## config.mk

```make
export PLATFORM = sky130hd
export DESIGN_NAME = mbx_access_arbiter
export DESIGN_NICKNAME = d
export VERILOG_FILES = /design/src/rtl/mbx_access_arbiter_pkg.sv /design/src/rtl/mbx_access_arbiter_rr_arbiter.sv /design/src/rtl/mbx_access_arbiter.sv
export SDC_FILE = /design/constraint.sdc
export NUM_CORES = 1
export LEC_CHECK = 0
export ABC_AREA = 0
export CELL_PAD_IN_SITES_DETAIL_PLACEMENT = 1
export CELL_PAD_IN_SITES_GLOBAL_PLACEMENT = 2
export CORE_MARGIN = 2
export CORE_UTILIZATION = 19
export CTS_CLUSTER_DIAMETER = 50
export DETAILED_ROUTE_END_ITERATION = 10
export PLACE_DENSITY_LB_ADDON = 0.25
export SLEW_MARGIN = 20
export SYNTH_ARGS = -nofsm -noshare
export SYNTH_HDL_FRONTEND = slang
export SYNTH_SLANG_ARGS = --single-unit
```

## constraint.sdc

```tcl
create_clock -name clk -period 2.9 [get_ports clk]
set_input_delay 0.435 -clock clk [delete_from_list [all_inputs] [get_ports clk]]
set_output_delay 0.435 -clock clk [all_outputs]
set_load 0.01 [all_outputs]
```

## src/rtl/mbx_access_arbiter_pkg.sv

```systemverilog
// -----------------------------------------------------------------------------
// mbx_arb_pkg
// Shared types and constants for the mailbox access arbiter.
// Holds the arbiter FSM state type and the register-select encodings that
// come from request address bits [3:2].
// No ports (package).
// -----------------------------------------------------------------------------
package mbx_arb_pkg;

  typedef enum logic [1:0] {
    IDLE  = 2'd0,
    ISSUE = 2'd1,
    WAIT  = 2'd2,
    RESP  = 2'd3
  } arb_state_e;

  localparam logic [1:0] REG_CTRL = 2'd0;
  localparam logic [1:0] REG_DATA = 2'd1;
  localparam logic [1:0] REG_STS  = 2'd2;
  localparam logic [1:0] REG_RSVD = 2'd3;

endpackage

```

## src/rtl/mbx_access_arbiter_rr_arbiter.sv

```systemverilog
// -----------------------------------------------------------------------------
// mbx_rr_arbiter
// Combinational round-robin pick: returns the first asserted request at or
// after the pointer, wrapping around. The pointer register lives in the parent.
// Ports:
//   req_i      in   NUM_REQ   request vector
//   ptr_i      in   IDX_W     highest-priority index this round
//   grant_o    out  IDX_W     winning index (0 when no request)
//   any_req_o  out  1         at least one request asserted
// -----------------------------------------------------------------------------
module mbx_rr_arbiter #(
  parameter int NUM_REQ = 4,
  parameter int IDX_W   = $clog2(NUM_REQ)
) (
  input  logic [NUM_REQ-1:0] req_i,
  input  logic [IDX_W-1:0]   ptr_i,
  output logic [IDX_W-1:0]   grant_o,
  output logic               any_req_o
);

  // Walk the offsets from farthest to nearest so the last hit, i.e. the
  // request closest to the pointer, is the one that sticks.
  always_comb begin
    grant_o   = '0;
    any_req_o = 1'b0;
    for (int i = NUM_REQ - 1; i >= 0; i--) begin
      if (req_i[(int'(ptr_i) + i) % NUM_REQ]) begin
        grant_o   = IDX_W'((int'(ptr_i) + i) % NUM_REQ);
        any_req_o = 1'b1;
      end
    end
  end

endmodule

```

## src/rtl/mbx_access_arbiter.sv

```systemverilog
// -----------------------------------------------------------------------------
// mbx_access_arbiter
// Shares the register ports of NUM_CH mailbox channels among NUM_REQ bus
// requesters. One transaction at a time, round-robin between requesters.
// Address decode: addr[3:2] = register select (ctrl/data/status),
// addr[ADDR_W-1:4] = channel index.
// Ports:
//   clk, rstn      clock, synchronous active-low reset
//   req_valid_i    per-requester request pending (held until req_ready_o)
//   req_write_i    per-requester 1=write 0=read
//   req_addr_i     packed per-requester address
//   req_wdata_i    packed per-requester write data
//   req_ready_o    1-cycle accept pulse to the granted requester
//   rsp_valid_o    1-cycle completion pulse to the granted requester
//   rsp_rdata_o    read data, valid with rsp_valid_o
//   rsp_err_o      decode / empty-read error, valid with rsp_valid_o
//   ch_wen_o       per-channel one-hot write strobe {status,data,ctrl}
//   ch_ren_o       per-channel one-hot read strobe {status,data,ctrl}
//   ch_wdata_o     write data broadcast to all channels
//   ch_rdata_i     packed per-channel read data
//   ch_empty_i     per-channel data FIFO empty
// -----------------------------------------------------------------------------
module mbx_access_arbiter
  import mbx_arb_pkg::*;
#(
  parameter int NUM_REQ = 4,
  parameter int NUM_CH  = 4,
  parameter int ADDR_W  = 8
) (
  input  logic                   clk,
  input  logic                   rstn,
  input  logic [NUM_REQ-1:0]     req_valid_i,
  input  logic [NUM_REQ-1:0]     req_write_i,
  input  logic [NUM_REQ*ADDR_W-1:0] req_addr_i,
  input  logic [NUM_REQ*32-1:0]  req_wdata_i,
  output logic [NUM_REQ-1:0]     req_ready_o,
  output logic [NUM_REQ-1:0]     rsp_valid_o,
  output logic [31:0]            rsp_rdata_o,
  output logic                   rsp_err_o,
  output logic [NUM_CH*3-1:0]    ch_wen_o,
  output logic [NUM_CH*3-1:0]    ch_ren_o,
  output logic [31:0]            ch_wdata_o,
  input  logic [NUM_CH*32-1:0]   ch_rdata_i,
  input  logic [NUM_CH-1:0]      ch_empty_i
);

  localparam int IDX_W = $clog2(NUM_REQ);
  localparam int CH_W  = (NUM_CH > 1) ? $clog2(NUM_CH) : 1;
  localparam int CHF_W = ADDR_W - 4;

  arb_state_e         state_q, state_d;
  logic [IDX_W-1:0]   rr_ptr_q, rr_ptr_d;
  logic [IDX_W-1:0]   grant_q;
  logic               write_q;
  logic [ADDR_W-3:0]  addr_q;
  logic [31:0]        wdata_q;
  logic [31:0]        rdata_q;
  logic               err_q;

  logic [IDX_W-1:0]   arb_grant;
  logic               arb_any;

  logic [1:0]         reg_sel;
  logic [CHF_W-1:0]   ch_field;
  logic [CH_W-1:0]    ch_idx;
  logic               dec_err;
  logic               data_rd;
  logic               empty_rd;
  logic               pop_rd;
  logic [31:0]        sel_rdata;

  mbx_rr_arbiter #(
    .NUM_REQ (NUM_REQ),
    .IDX_W   (IDX_W)
  ) u_rr_arbiter (
    .req_i     (req_valid_i),
    .ptr_i     (rr_ptr_q),
    .grant_o   (arb_grant),
    .any_req_o (arb_any)
  );

  // addr_q drops the two byte-offset bits, so reg_sel sits at [1:0].
  assign reg_sel   = addr_q[1:0];
  assign ch_field  = addr_q[ADDR_W-3:2];
  assign ch_idx    = ch_field[CH_W-1:0];
  assign dec_err   = (reg_sel == REG_RSVD) || (32'(ch_field) >= 32'(NUM_CH));
  assign data_rd   = !write_q && !dec_err && (reg_sel == REG_DATA);
  // A data read on an empty FIFO must never strobe ren; it becomes an error.
  assign empty_rd  = data_rd && ch_empty_i[ch_idx];
  assign pop_rd    = data_rd && !ch_empty_i[ch_idx];
  assign sel_rdata = ch_rdata_i[int'(ch_idx)*32 +: 32];

  always_ff @(posedge clk) begin
    if (!rstn) begin
      state_q  <= IDLE;
      rr_ptr_q <= '0;
    end else begin
      state_q  <= state_d;
      rr_ptr_q <= rr_ptr_d;
    end
  end

  always_comb begin
    state_d  = state_q;
    rr_ptr_d = rr_ptr_q;
    case (state_q)
      IDLE:  if (arb_any) state_d = ISSUE;
      ISSUE: state_d = pop_rd ? WAIT : RESP;
      WAIT:  state_d = RESP;
      RESP: begin
        state_d  = IDLE;
        rr_ptr_d = (grant_q == IDX_W'(NUM_REQ - 1)) ? '0 : grant_q + 1'b1;
      end
      default: state_d = IDLE;
    endcase
  end

  // Transaction context: latched at grant, read data captured in ISSUE for
  // ctrl/status and in WAIT for the FIFO data register (dout lags ren).
  always_ff @(posedge clk) begin
    if (!rstn) begin
      grant_q <= '0;
      write_q <= 1'b0;
      addr_q  <= '0;
      wdata_q <= '0;
      rdata_q <= '0;
      err_q   <= 1'b0;
    end else begin
      case (state_q)
        IDLE: begin
          if (arb_any) begin
            grant_q <= arb_grant;
            write_q <= req_write_i[arb_grant];
            addr_q  <= req_addr_i[int'(arb_grant)*ADDR_W + 2 +: ADDR_W-2];
            wdata_q <= req_wdata_i[int'(arb_grant)*32 +: 32];
            rdata_q <= '0;
            err_q   <= 1'b0;
          end
        end
        ISSUE: begin
          err_q <= dec_err || empty_rd;
          if (!write_q && !dec_err && (reg_sel != REG_DATA)) rdata_q <= sel_rdata;
        end
        WAIT: rdata_q <= sel_rdata;
        default: ;
      endcase
    end
  end

  // Outputs are forced low while rstn is asserted so a reset landing
  // mid-transaction never leaks a strobe or response.
  always_comb begin
    req_ready_o = '0;
    rsp_valid_o = '0;
    rsp_rdata_o = '0;
    rsp_err_o   = 1'b0;
    ch_wen_o    = '0;
    ch_ren_o    = '0;
    ch_wdata_o  = '0;
    if (rstn) begin
      ch_wdata_o = wdata_q;
      case (state_q)
        IDLE: if (arb_any) req_ready_o[arb_grant] = 1'b1;
        ISSUE: begin
          if (!dec_err) begin
            if (write_q) ch_wen_o[int'(ch_idx)*3 + int'(reg_sel)] = 1'b1;
            else if (!empty_rd) ch_ren_o[int'(ch_idx)*3 + int'(reg_sel)] = 1'b1;
          end
        end
        RESP: begin
          rsp_valid_o[grant_q] = 1'b1;
          rsp_rdata_o          = rdata_q;
          rsp_err_o            = err_q;
        end
        default: ;
      endcase
    end
  end

endmodule

```

; ---- After elaboration in Yosys (flattened, before gate mapping)
; Cells that the tools add are included.
[totals]
elab_cells = 121
output_inout_bits = 97
regBits = 78
[op_classes]
shifts = 3
magnitude_cmp = 12
n_mux = 57
reduce_logical = 22
addsub = 6
mul = 1
bitwise = 3
eq_ne = 9
[op_table]
columns = op, n
row1 = $shiftx A128 B8 Y32, 2
row2 = $mux W32, 5
row3 = $mux W12, 9
row4 = $pmux W32 S3, 1
row5 = $shiftx A32 B7 Y6, 1
row6 = $mux W1, 20
row7 = $mux W4, 5
row8 = $bmux W1 S2, 6
row9 = $lt A2 B3 Y1 const B, 4
row10 = $lt A3 B4 Y1 const B, 3
row11 = $mux W2, 6
row12 = $eq A2 B2 Y1 const B, 4
row13 = $logic_and A1 B1 Y1, 8
row14 = $pmux W2 S4, 1
row15 = $add A5 B2 Y6 const B, 1
row16 = $reduce_or A2 Y1, 3
row17 = $add A4 B2 Y5, 1
row18 = $ge A5 B1 Y1 const B, 1
row19 = $lt A5 B5 Y1 const B, 1
row20 = $add A2 B1 Y2 const B, 2
row21 = $add A2 B2 Y2 const B, 2
row22 = $demux W1 S2, 2
row23 = $demux W1 S4, 1
row24 = $eq A2 B1 Y1 const B, 2
row25 = other kinds (14), 22

; ---- Longest topological paths before layout
[depth]
depth_word = 17
depth_mapped = 8

; ---- Modules after synthesis
; Synthesis repeated with hierarchy kept, for this count alone.
[hier_totals]
hier_cells = 539
area_unflattened_um2 = 5530.3
[modules_own_cells]
columns = module, cells_per_inst, area_each_um2, instances, seq_area_each_um2
row1 = mbx_access_arbiter, 526, 5452.7, 1, 1561.5
row2 = mbx_rr_arbiter, 13, 77.6, 1, 0.0

; ---- Worst setup path after synthesis
; Ideal clock, no wire load.
[synth_path]
path_type = reg2out
from = register addr_q[3]
to = output port ch_wen_o[10]
path_slack_ps = 369
arrival_ps = 2096
t_required_ps = 2465
stages_incl_launch_ff = 9
path_buffers = 2
path_cell_list = dfxtp_1 > clkbuf_1 > buf_1 > inv_1 > fa_1 > nand3_1 > nor2_1 > nand2_1 > nor2_1
[synth_via]
elab_chain_len = 10
elab_cells_between_ends = 13
classes_between = add/sub: 1 / mul: 1 / order compare: 3 / mux: 6 / reduce/logical: 2
[synth_rtl]
columns = element, line
row1 = start: declaration, mbx_access_arbiter.sv:55  ; logic [ADDR_W-3:0] addr_q;
row2 = start signal: assignment, mbx_access_arbiter.sv:134  ; addr_q <= req_addr_i[int'(arb_grant)*ADDR_W + 2 +: ADDR_W-2];
row3 = $mul A2 B2 Y4, mbx_access_arbiter.sv:166  ; if (write_q) ch_wen_o[int'(ch_idx)*3 + int'(reg_sel)] = 1'b1;
row4 = $add A4 B2 Y5, mbx_access_arbiter.sv:166
row5 = $ge A5 B1 Y1 (implied by the code) / $lt A5 B5 Y1 (equally long branches), mbx_access_arbiter.sv:166
row6 = $logic_and A1 B1 Y1 (implied by the code), mbx_access_arbiter.sv:166
row7 = $mux W1 (implied by the code), mbx_access_arbiter.sv:166
row8 = $demux W1 S4, mbx_access_arbiter.sv:166
row9 = $mux W12, mbx_access_arbiter.sv:166
row10 = $mux W12 *, mbx_access_arbiter.sv:165  ; if (!dec_err) begin
row11 = $mux W12 *, mbx_access_arbiter.sv:162  ; case (state_q)
row12 = $mux W12 *, mbx_access_arbiter.sv:160  ; if (rstn) begin
row13 = end: declaration, mbx_access_arbiter.sv:40  ; output logic [NUM_CH*3-1:0] ch_wen_o,
; Every way passes the cells marked *; elsewhere a longest branch is shown, timed or not.

; ---- Worst setup path in the final report
[layout_path]
from = register addr_q[1]
to = output port ch_wen_o[8]
[layout_via]
elab_chain_len = 9
elab_cells_between_ends = 12
classes_between = add/sub: 1 / order compare: 2 / eq/ne: 1 / mux: 6 / reduce/logical: 2
[layout_rtl]
columns = element, line
row1 = $add A4 B2 Y5, mbx_access_arbiter.sv:166
row2 = $ge A5 B1 Y1 (implied by the code) / $lt A5 B5 Y1 (equally long branches), mbx_access_arbiter.sv:166
row3 = $logic_and A1 B1 Y1 (implied by the code), mbx_access_arbiter.sv:166
row4 = $mux W1 (implied by the code), mbx_access_arbiter.sv:166
row5 = $demux W1 S4, mbx_access_arbiter.sv:166
row6 = $mux W12, mbx_access_arbiter.sv:166
row7 = $mux W12 *, mbx_access_arbiter.sv:165
row8 = $mux W12 *, mbx_access_arbiter.sv:162
row9 = $mux W12 *, mbx_access_arbiter.sv:160
; Marks and branches as above.

==> metrics.md <==
| Metric | Value |
|---|---|
| CTS Hold Bufs | 0 |
| Post-route insts no fill | 1375 |
| Total power | 6.304 mW |
| Fin Clk Skew | 0.008190 ns |
| PwrDens | 615.1 nW/µm² |
| M3 GR Usage | 4.502% |
| Peak supply drop | around 290 µV |
| Setup violations, final | 24 |
| Cell count along the critical path | 9 |
| Fillers | 3288 |
| R2R Setup Slk | 0.91 ns |
| Crit path kind | reg2out |
| Slowest stage delay, CP | 0.54 ns |
| R2R Path Start | addr_q[2] |
| Final hold vios | 0 |
| WP buf/inv | 2 |
| Gr usage total | 15.44% |
| Most instantiated cells after synthesis | mux2i_1, dfxtp_1, nand2_1 |
| Seq/Total Area, Yosys | between 20% and 30% |
| Clk_lat worst skew | 0.34 ns |
| Crit path max-delay cell type | fa_1 |
| Slew Limit Fails | 0 |
| WHS Endpoint | rdata_q[4] |
| Number of flops mapped to enable cells by yosys | 0 |
| Flops & latches, synth | 78 |
| Vias | 6077 |
| H-Tree Depth | 3 |
| Min-Delay Path Class | reg2reg |
| LEAKAGE | 4.218 nW |
| Slew @ Worst Pin | 0.6517 ns |
| Fraction of layout cells with a size suffix above 1 | 13.52% |
| Max Fclk | 0.3302 GHz |
| Port bufs | 390 |
| Synth top area cells | dfxtp_1, mux2i_1, mux4_2 |
| Final cycle utilization of the critical path | 104.4% |
| Initial Util | 19.43% |
| Delay-heaviest family, CP | adder cells |
| GPL Wtd Cong | between 0.7 and 0.8 |
| Max Cap Viol | 0 |
| Failing checks | setup timing |
| Router iterations before antenna repair | 4 |
| Async SR Flop Fraction | 0% |
| Vias in the first global route | 6410 |
| Largest net degree at the start of global routing | 82 |
| Fin util | a little over a third |
| CORE AREA | 28860 µm² |
| Relative slew slack | a little under three fifths |
| Fin area | ~10000 µm² |
| CTS tree | built |
| Post-synth top area share | 27.85% |
| RSZ-0062 raised after global routing | true |
| Fin Setup TNS | -2.051 ns |
| WL/cell | 17.97 µm |
| Multi-input gate area | ~3700 µm² |
| Die extent in y | between 150 and 200 µm |
| Worst Hold Launch | rdata_q[4] |
| Synthesized area per cell | 9.146 µm² |
| CTS buffer count | 9 |
| Crit-path cells | fa_1 -> ha_1 -> inv_1 -> fa_1 -> nand3_2 -> nor2_4 -> nand2_2 -> nor2_1 -> buf_2 |
| I/O pin cnt | 399 |
| N_diodes | 0 |
| Met1 Resource Use GR | 17.29% |
| Die area | around 30000 µm² |
| Dpl cell area | 9970 µm² |
| Initial antenna violation count | 0 |
| Clk sinks | 78 |
| FF-to-FF path depth | 5 |
| DRC | 0 |
| Mapped Nets | 928 |
| Routed Antenna Nets | 0 |
| Hold depth | 2 |
| Distinct cells, synth | 43 |
| Post-Syn Instances | approximately 610 |
| Setup ws final | -0.1288 ns |
| CTS root buf | clkbuf_16 |
| Critical path endpoint category | output port |
| Main flop type after synthesis | dfxtp_1 |
| Grt met2 use | 28.54% |
| Initial DRC count | just over 200 |
| Final nets | 1301 |
| Row cnt | 62 |
| Synthesized area | 5607 µm² |
| YS warnings | 0 |
| Drt via density | about 4.4 |
| Routed WL | roughly 25000 µm |
| Most used cell, CP | fa_1 |
| Final HPWL DP | ~19000 µm |
| Final hold slack | 0.4482 ns |
| Worst EP required | 2.47 ns |
| Crit path DAT | 2.59 ns |
| Worst-case clock buffer depth | 2 |
| Dpl ws | -0.1834 ns |
| Crit path time final | 3.029 ns |
| Worst flop-to-flop path endpoint | rdata_q[2] |
| Most numerous cell in the Yosys netlist | mux2i_1 |
| Register area | 1565 µm² |
| Grt peak-use layer | met2 |
| First-pass GRT wire length | 37030 µm |
| Crit-path max FO | 4 |
| Status | finished, violations left |
| CP Launch Type | register |
| Cell taking the most area after synthesis | dfxtp_1 |
| DP Cell Count | 1357 |
| Overflow after GRT | 0 |
| Syn-to-layout area delta | 82.79% |
| Die W | between 150 and 200 µm |
| CTS clk-pin slew, worst paths | 0.07 ns |
## state kept, by name, summed over array words and instances, names as in the netlist
name      count
wdata_q      32
addr_q        6
state_q       2
err_q         1
rdata_q      32
grant_q       2
write_q       1
rr_ptr_q      2
## power by group
part	internal, mW	switching, mW
combinational	1.62	1.78
sequential	1.49	0.161
clock	0.758	0.499
total	3.86	2.44
## how the worst max path moves through the flow
stage,start,to,slack [ns]
after floorplan,addr_q[3],ch_wen_o[10],0.37
final,addr_q[1],ch_wen_o[8],-0.13
after CTS,addr_q[1],ch_wen_o[2],-0.23
after global placement,addr_q[1],ch_wen_o[10],-0.14
after global routing,addr_q[1],ch_wen_o[5],-0.27
after detailed placement,addr_q[1],ch_wen_o[2],-0.18
## final cells by class
class / count / share of cell area, %
Timing Repair Buffer: 421 / 39.86
Clock buffer: 9 / 2.198
Clock inverter: 7 / 0.9401
Sequential cell: 78 / 15.27
Inverter: 14 / 0.5128
Multi-Input combinational cell: 462 / 36.53
Tap cell: 384 / 4.688
## metal layers
metal | up-vias | share of wire, %
li1 | 2980 | -
met4 | 0 | 0.81
met3 | 12 | 7.8
met5 | - | 0
met1 | 2861 | 40
met2 | 224 | 51
## cells in the final DEF (no fill, tap or decap), drive strengths merged, types with 3 or more instances in the layout
cell type,synthesis,final
mux4,33,33
mux2i,80,80
o21ai,5,5
dfxtp,78,78
nor2,31,31
clkdlybuf4s50,0,363
inv,14,15
nand3,45,45
nand2b,6,6
a21boi,34,34
a21oi,5,5
nand2,78,78
clkbuf,30,9
and3,37,37
o221ai,39,39
and2,34,34
nor3b,3,3
nor3,4,4
buf,29,56
clkinv,0,4
ha,11,11
nor2b,3,3
## cell families (layout without fill, tap and decap cells)
group / count (synthesis) / after routing / share of synthesized area [%]
simple gates: 247 / 247 / 22.47
fa+ha+maj: 13 / 13 / 3.169
compound gates: 89 / 89 / 12.45
flops: 78 / 78 / 27.85
buf+inv: 73 / 451 / 6.516
mux: 113 / 113 / 27.54
## worst min-delay path, delay by kind of cell, from the launching register on
kind             cells  cell delay [ns]
AO/OA/AOI/OAI        1             0.05
flip-flops           1             0.30
AND/OR/NAND/NOR      1             0.05
## what timing repair did
action,CTS,global route
pin swaps,15,12
endpoints found under the setup margin,24,26
gates resized for setup,108,9
setup buffers,1,1
Power figures use the tool's default switching activity.
==> RTL edit: new RTL, config.mk and constraints unchanged <==
Make the reset (`rstn`) asynchronous in 2 clocked blocks. Comments in the files are not updated.
--- a/src/rtl/mbx_access_arbiter.sv
+++ b/src/rtl/mbx_access_arbiter.sv
@@ -90,7 +90,7 @@
   assign pop_rd    = data_rd && !ch_empty_i[ch_idx];
   assign sel_rdata = ch_rdata_i[int'(ch_idx)*32 +: 32];
 
-  always_ff @(posedge clk) begin
+  always_ff @(posedge clk or negedge rstn) begin
     if (!rstn) begin
       state_q  <= IDLE;
       rr_ptr_q <= '0;
@@ -117,7 +117,7 @@
 
   // Transaction context: latched at grant, read data captured in ISSUE for
   // ctrl/status and in WAIT for the FIFO data register (dout lags ren).
-  always_ff @(posedge clk) begin
+  always_ff @(posedge clk or negedge rstn) begin
     if (!rstn) begin
       grant_q <= '0;
       write_q <= 1'b0;
Check against the original RTL: not settled (the Yosys comparison gave no result); the edit may change what the design does.
==> RTL edit against the unedited design <==
  * The run still ends with negative setup slack left
  * Clock power is 14% higher
  * Setup slack worse by 140 ps
  * Routed wire length is 11% higher
  * Synthesized cell count is 9.0% higher
  * Area after synthesis is 6.7% higher
  * Total power is 35% higher
  * Worst hold slack better by 26 ps
  * Fmax is 4.3% lower
  * Final area is 6.6% higher
  * Non-clock buffer count is 13 higher
  * Sequential share of layout area is 2.6 points higher
  * Utilization is 0.080 points lower
  * Sequential cell count stayed put
==> RTL edit: results (changes against the unedited design) <==
Run status
  – Status: complete, but fails checks (unchanged)
  – Failing checks: negative setup slack (unchanged)

Routing
  – Via Count: 6615 (was 6077)
  – Vias per cell: 4.550 (was 4.420)
  – Initial DRC Count: 209 (was 203)
  – First-pass DRT Iterations: 4 (unchanged)
  – Per-cell routed wire length: 18.83 um (was 17.97 um)

Worst setup path
  – Critical-path maximum fanout: 4 (unchanged)

Logic synthesis
  – Most frequent cells after synthesis: 98 x nand2_1, 78 x dfrtp_1, 63 x o21ai_0, 51 x and3_1, 43 x nor2_1 (was 80 x mux2i_1, 78 x dfxtp_1, 77 x nand2_1, 44 x nand3_1, 39 x o221ai_1)
  – Sequential-to-total area share from yosys stat: 32.64% (was 27.85%)
  – Ys flop type: dfrtp_1 (was dfxtp_1)
  – Avg Inst Size Synth: 8.951 um2 (was 9.146 um2)
  – Synth area leaders: dfrtp_1 33%, mux4_2 12%, mux2i_1 6.7%, nand2_1 6.2%, and3_1 5.3% (was dfxtp_1 28%, mux2i_1 14%, mux4_2 13%, o221ai_1 6.1%, nand2_1 5.2%)
  – Post-synth cell types: 42 (was 43)
  – Syn nets: 983 (was 928)
  – Post-synthesis async set-or-reset flop share: 100.0% (was 0%)

Timing
  – Setup TNS: -5566 ps (was -2051 ps)
  – Max_slew headroom: 56.74% (was 56.55%)
  – Final setup skew: 8.245 ps (was 8.190 ps)
  – Final setup vio count: 24 (unchanged)
  – Final worst setup slack: -265.1 ps (was -128.8 ps)

Placement
  – Post-DP HPWL: 21530 um (was 19470 um)
  – GP Congestion: 0.7500 (was 0.7325)

GRT
  – First-pass GRT wire length: 41260 um (was 37030 um)
  – Largest net degree at the start of global routing: 68 (was 82)
  – Vias in the first global route: 6965 (was 6410)
  – Gr usage total: 16.25% (was 15.44%)
  – Initial antenna violation count: 1 (was 0)

Power and ir drop
  – Pleak: 0.004593 uW (was 0.004218 uW)
  – Max rail drop VDD: 444.3 uV (was 287.5 uV)

Final layout
  – Fillers: 3486 (was 3288)
  – Nets: 1366 (was 1301)
  – Layout cells sized above 1: 14.30% (was 13.52%)

Clock tree
  – Num CTS Buffers: 9 (unchanged)
  – Clock transition at path regs: roughly 60 ps
[RTL edit: per-layer routing]
| layer | vias to the layer above | share of wire [%] | GRT usage (%) |
|---|---|---|---|
| li1 | 3184 | - | - |
| met1 | 3216 | 41 | 18.85 |
| met2 | 194 | 52 | 29.98 |
| met3 | 21 | 5.1 | 3.670 |
| met4 | 0 | 1.6 | 4.260 |
| met5 | - | 0 | 0 |
[RTL edit: power breakdown]
part / switching (uW) / total [uW] / internal [uW]
sequential: 295 / 1890 / 1590
clock: 507 / 1440 / 934
combinational: 2800 / 5200 / 2390
[RTL edit: path summary, 6_finish.rpt]
check                                  from     endpoint  cells after the start  slack (ps)
worst max-delay path              addr_q[1]  ch_ren_o[2]                      8        -270
worst min register to register   rdata_q[9]   rdata_q[9]                      2         470
worst max register to register  rr_ptr_q[1]    addr_q[3]                      7         660
max in group asynchronous              rstn  wdata_q[28]                      3        1820
worst min-delay path             rdata_q[9]   rdata_q[9]                      2         470
min in group asynchronous              rstn   rdata_q[5]                      2         580
[RTL edit: cell families (layout without fill, tap and decap cells)]
kind of cell | count (synthesis) | count (layout) | share of synthesized area, %
and+or+nand+nor | 274 | 274 | 22.43
AOI/OAI and AO/OA | 155 | 155 | 17.03
DFF | 78 | 78 | 32.64
muxes | 75 | 75 | 19.50
buffers and inverters | 73 | 461 | 5.420
adders and majority gates | 13 | 13 | 2.971
other | 0 | 2 | 0
[RTL edit: final cells by class]
| class | count | area share [%] |
|---|---|---|
| antenna | 2 | 0.04581 |
| sequential | 78 | 17.88 |
| inverter | 11 | 0.3780 |
| multi-input combinational | 517 | 35.15 |
| tap | 396 | 4.536 |
| clock buffer | 9 | 2.062 |
| clock inverter | 7 | 1.329 |
| timing repair buffer | 434 | 38.62 |
[RTL edit: timing repair]
item,4_1_cts,5_1_grt
pin swaps,12,4
buffers inserted,2,2
setup endpoints to repair,26,59
hold endpoints to repair,5,0
resized for setup,103,16
hold buffers,1,0
[RTL edit: worst max-delay path, cell delays in order, from the launching register on]
cell           delay [ps]
dfrtp_1               400
fa_1                  550
ha_1                  140
inv_1                  50
fa_1                  490
and3_4                200
nand3_2               160
nor2_2                130
dlygate4sd2_1         270
[RTL edit: through the flow]
stage                     power (uW)  setup WS [ps]  area, um2
after floorplan                 4949          188.3       5979
after global placement          7037         -352.0      10490
after detailed placement        7114         -410.6      10490
after CTS                       8682         -284.6      10860
after global routing            9304         -443.9      10920
final                           8530         -265.1      10920
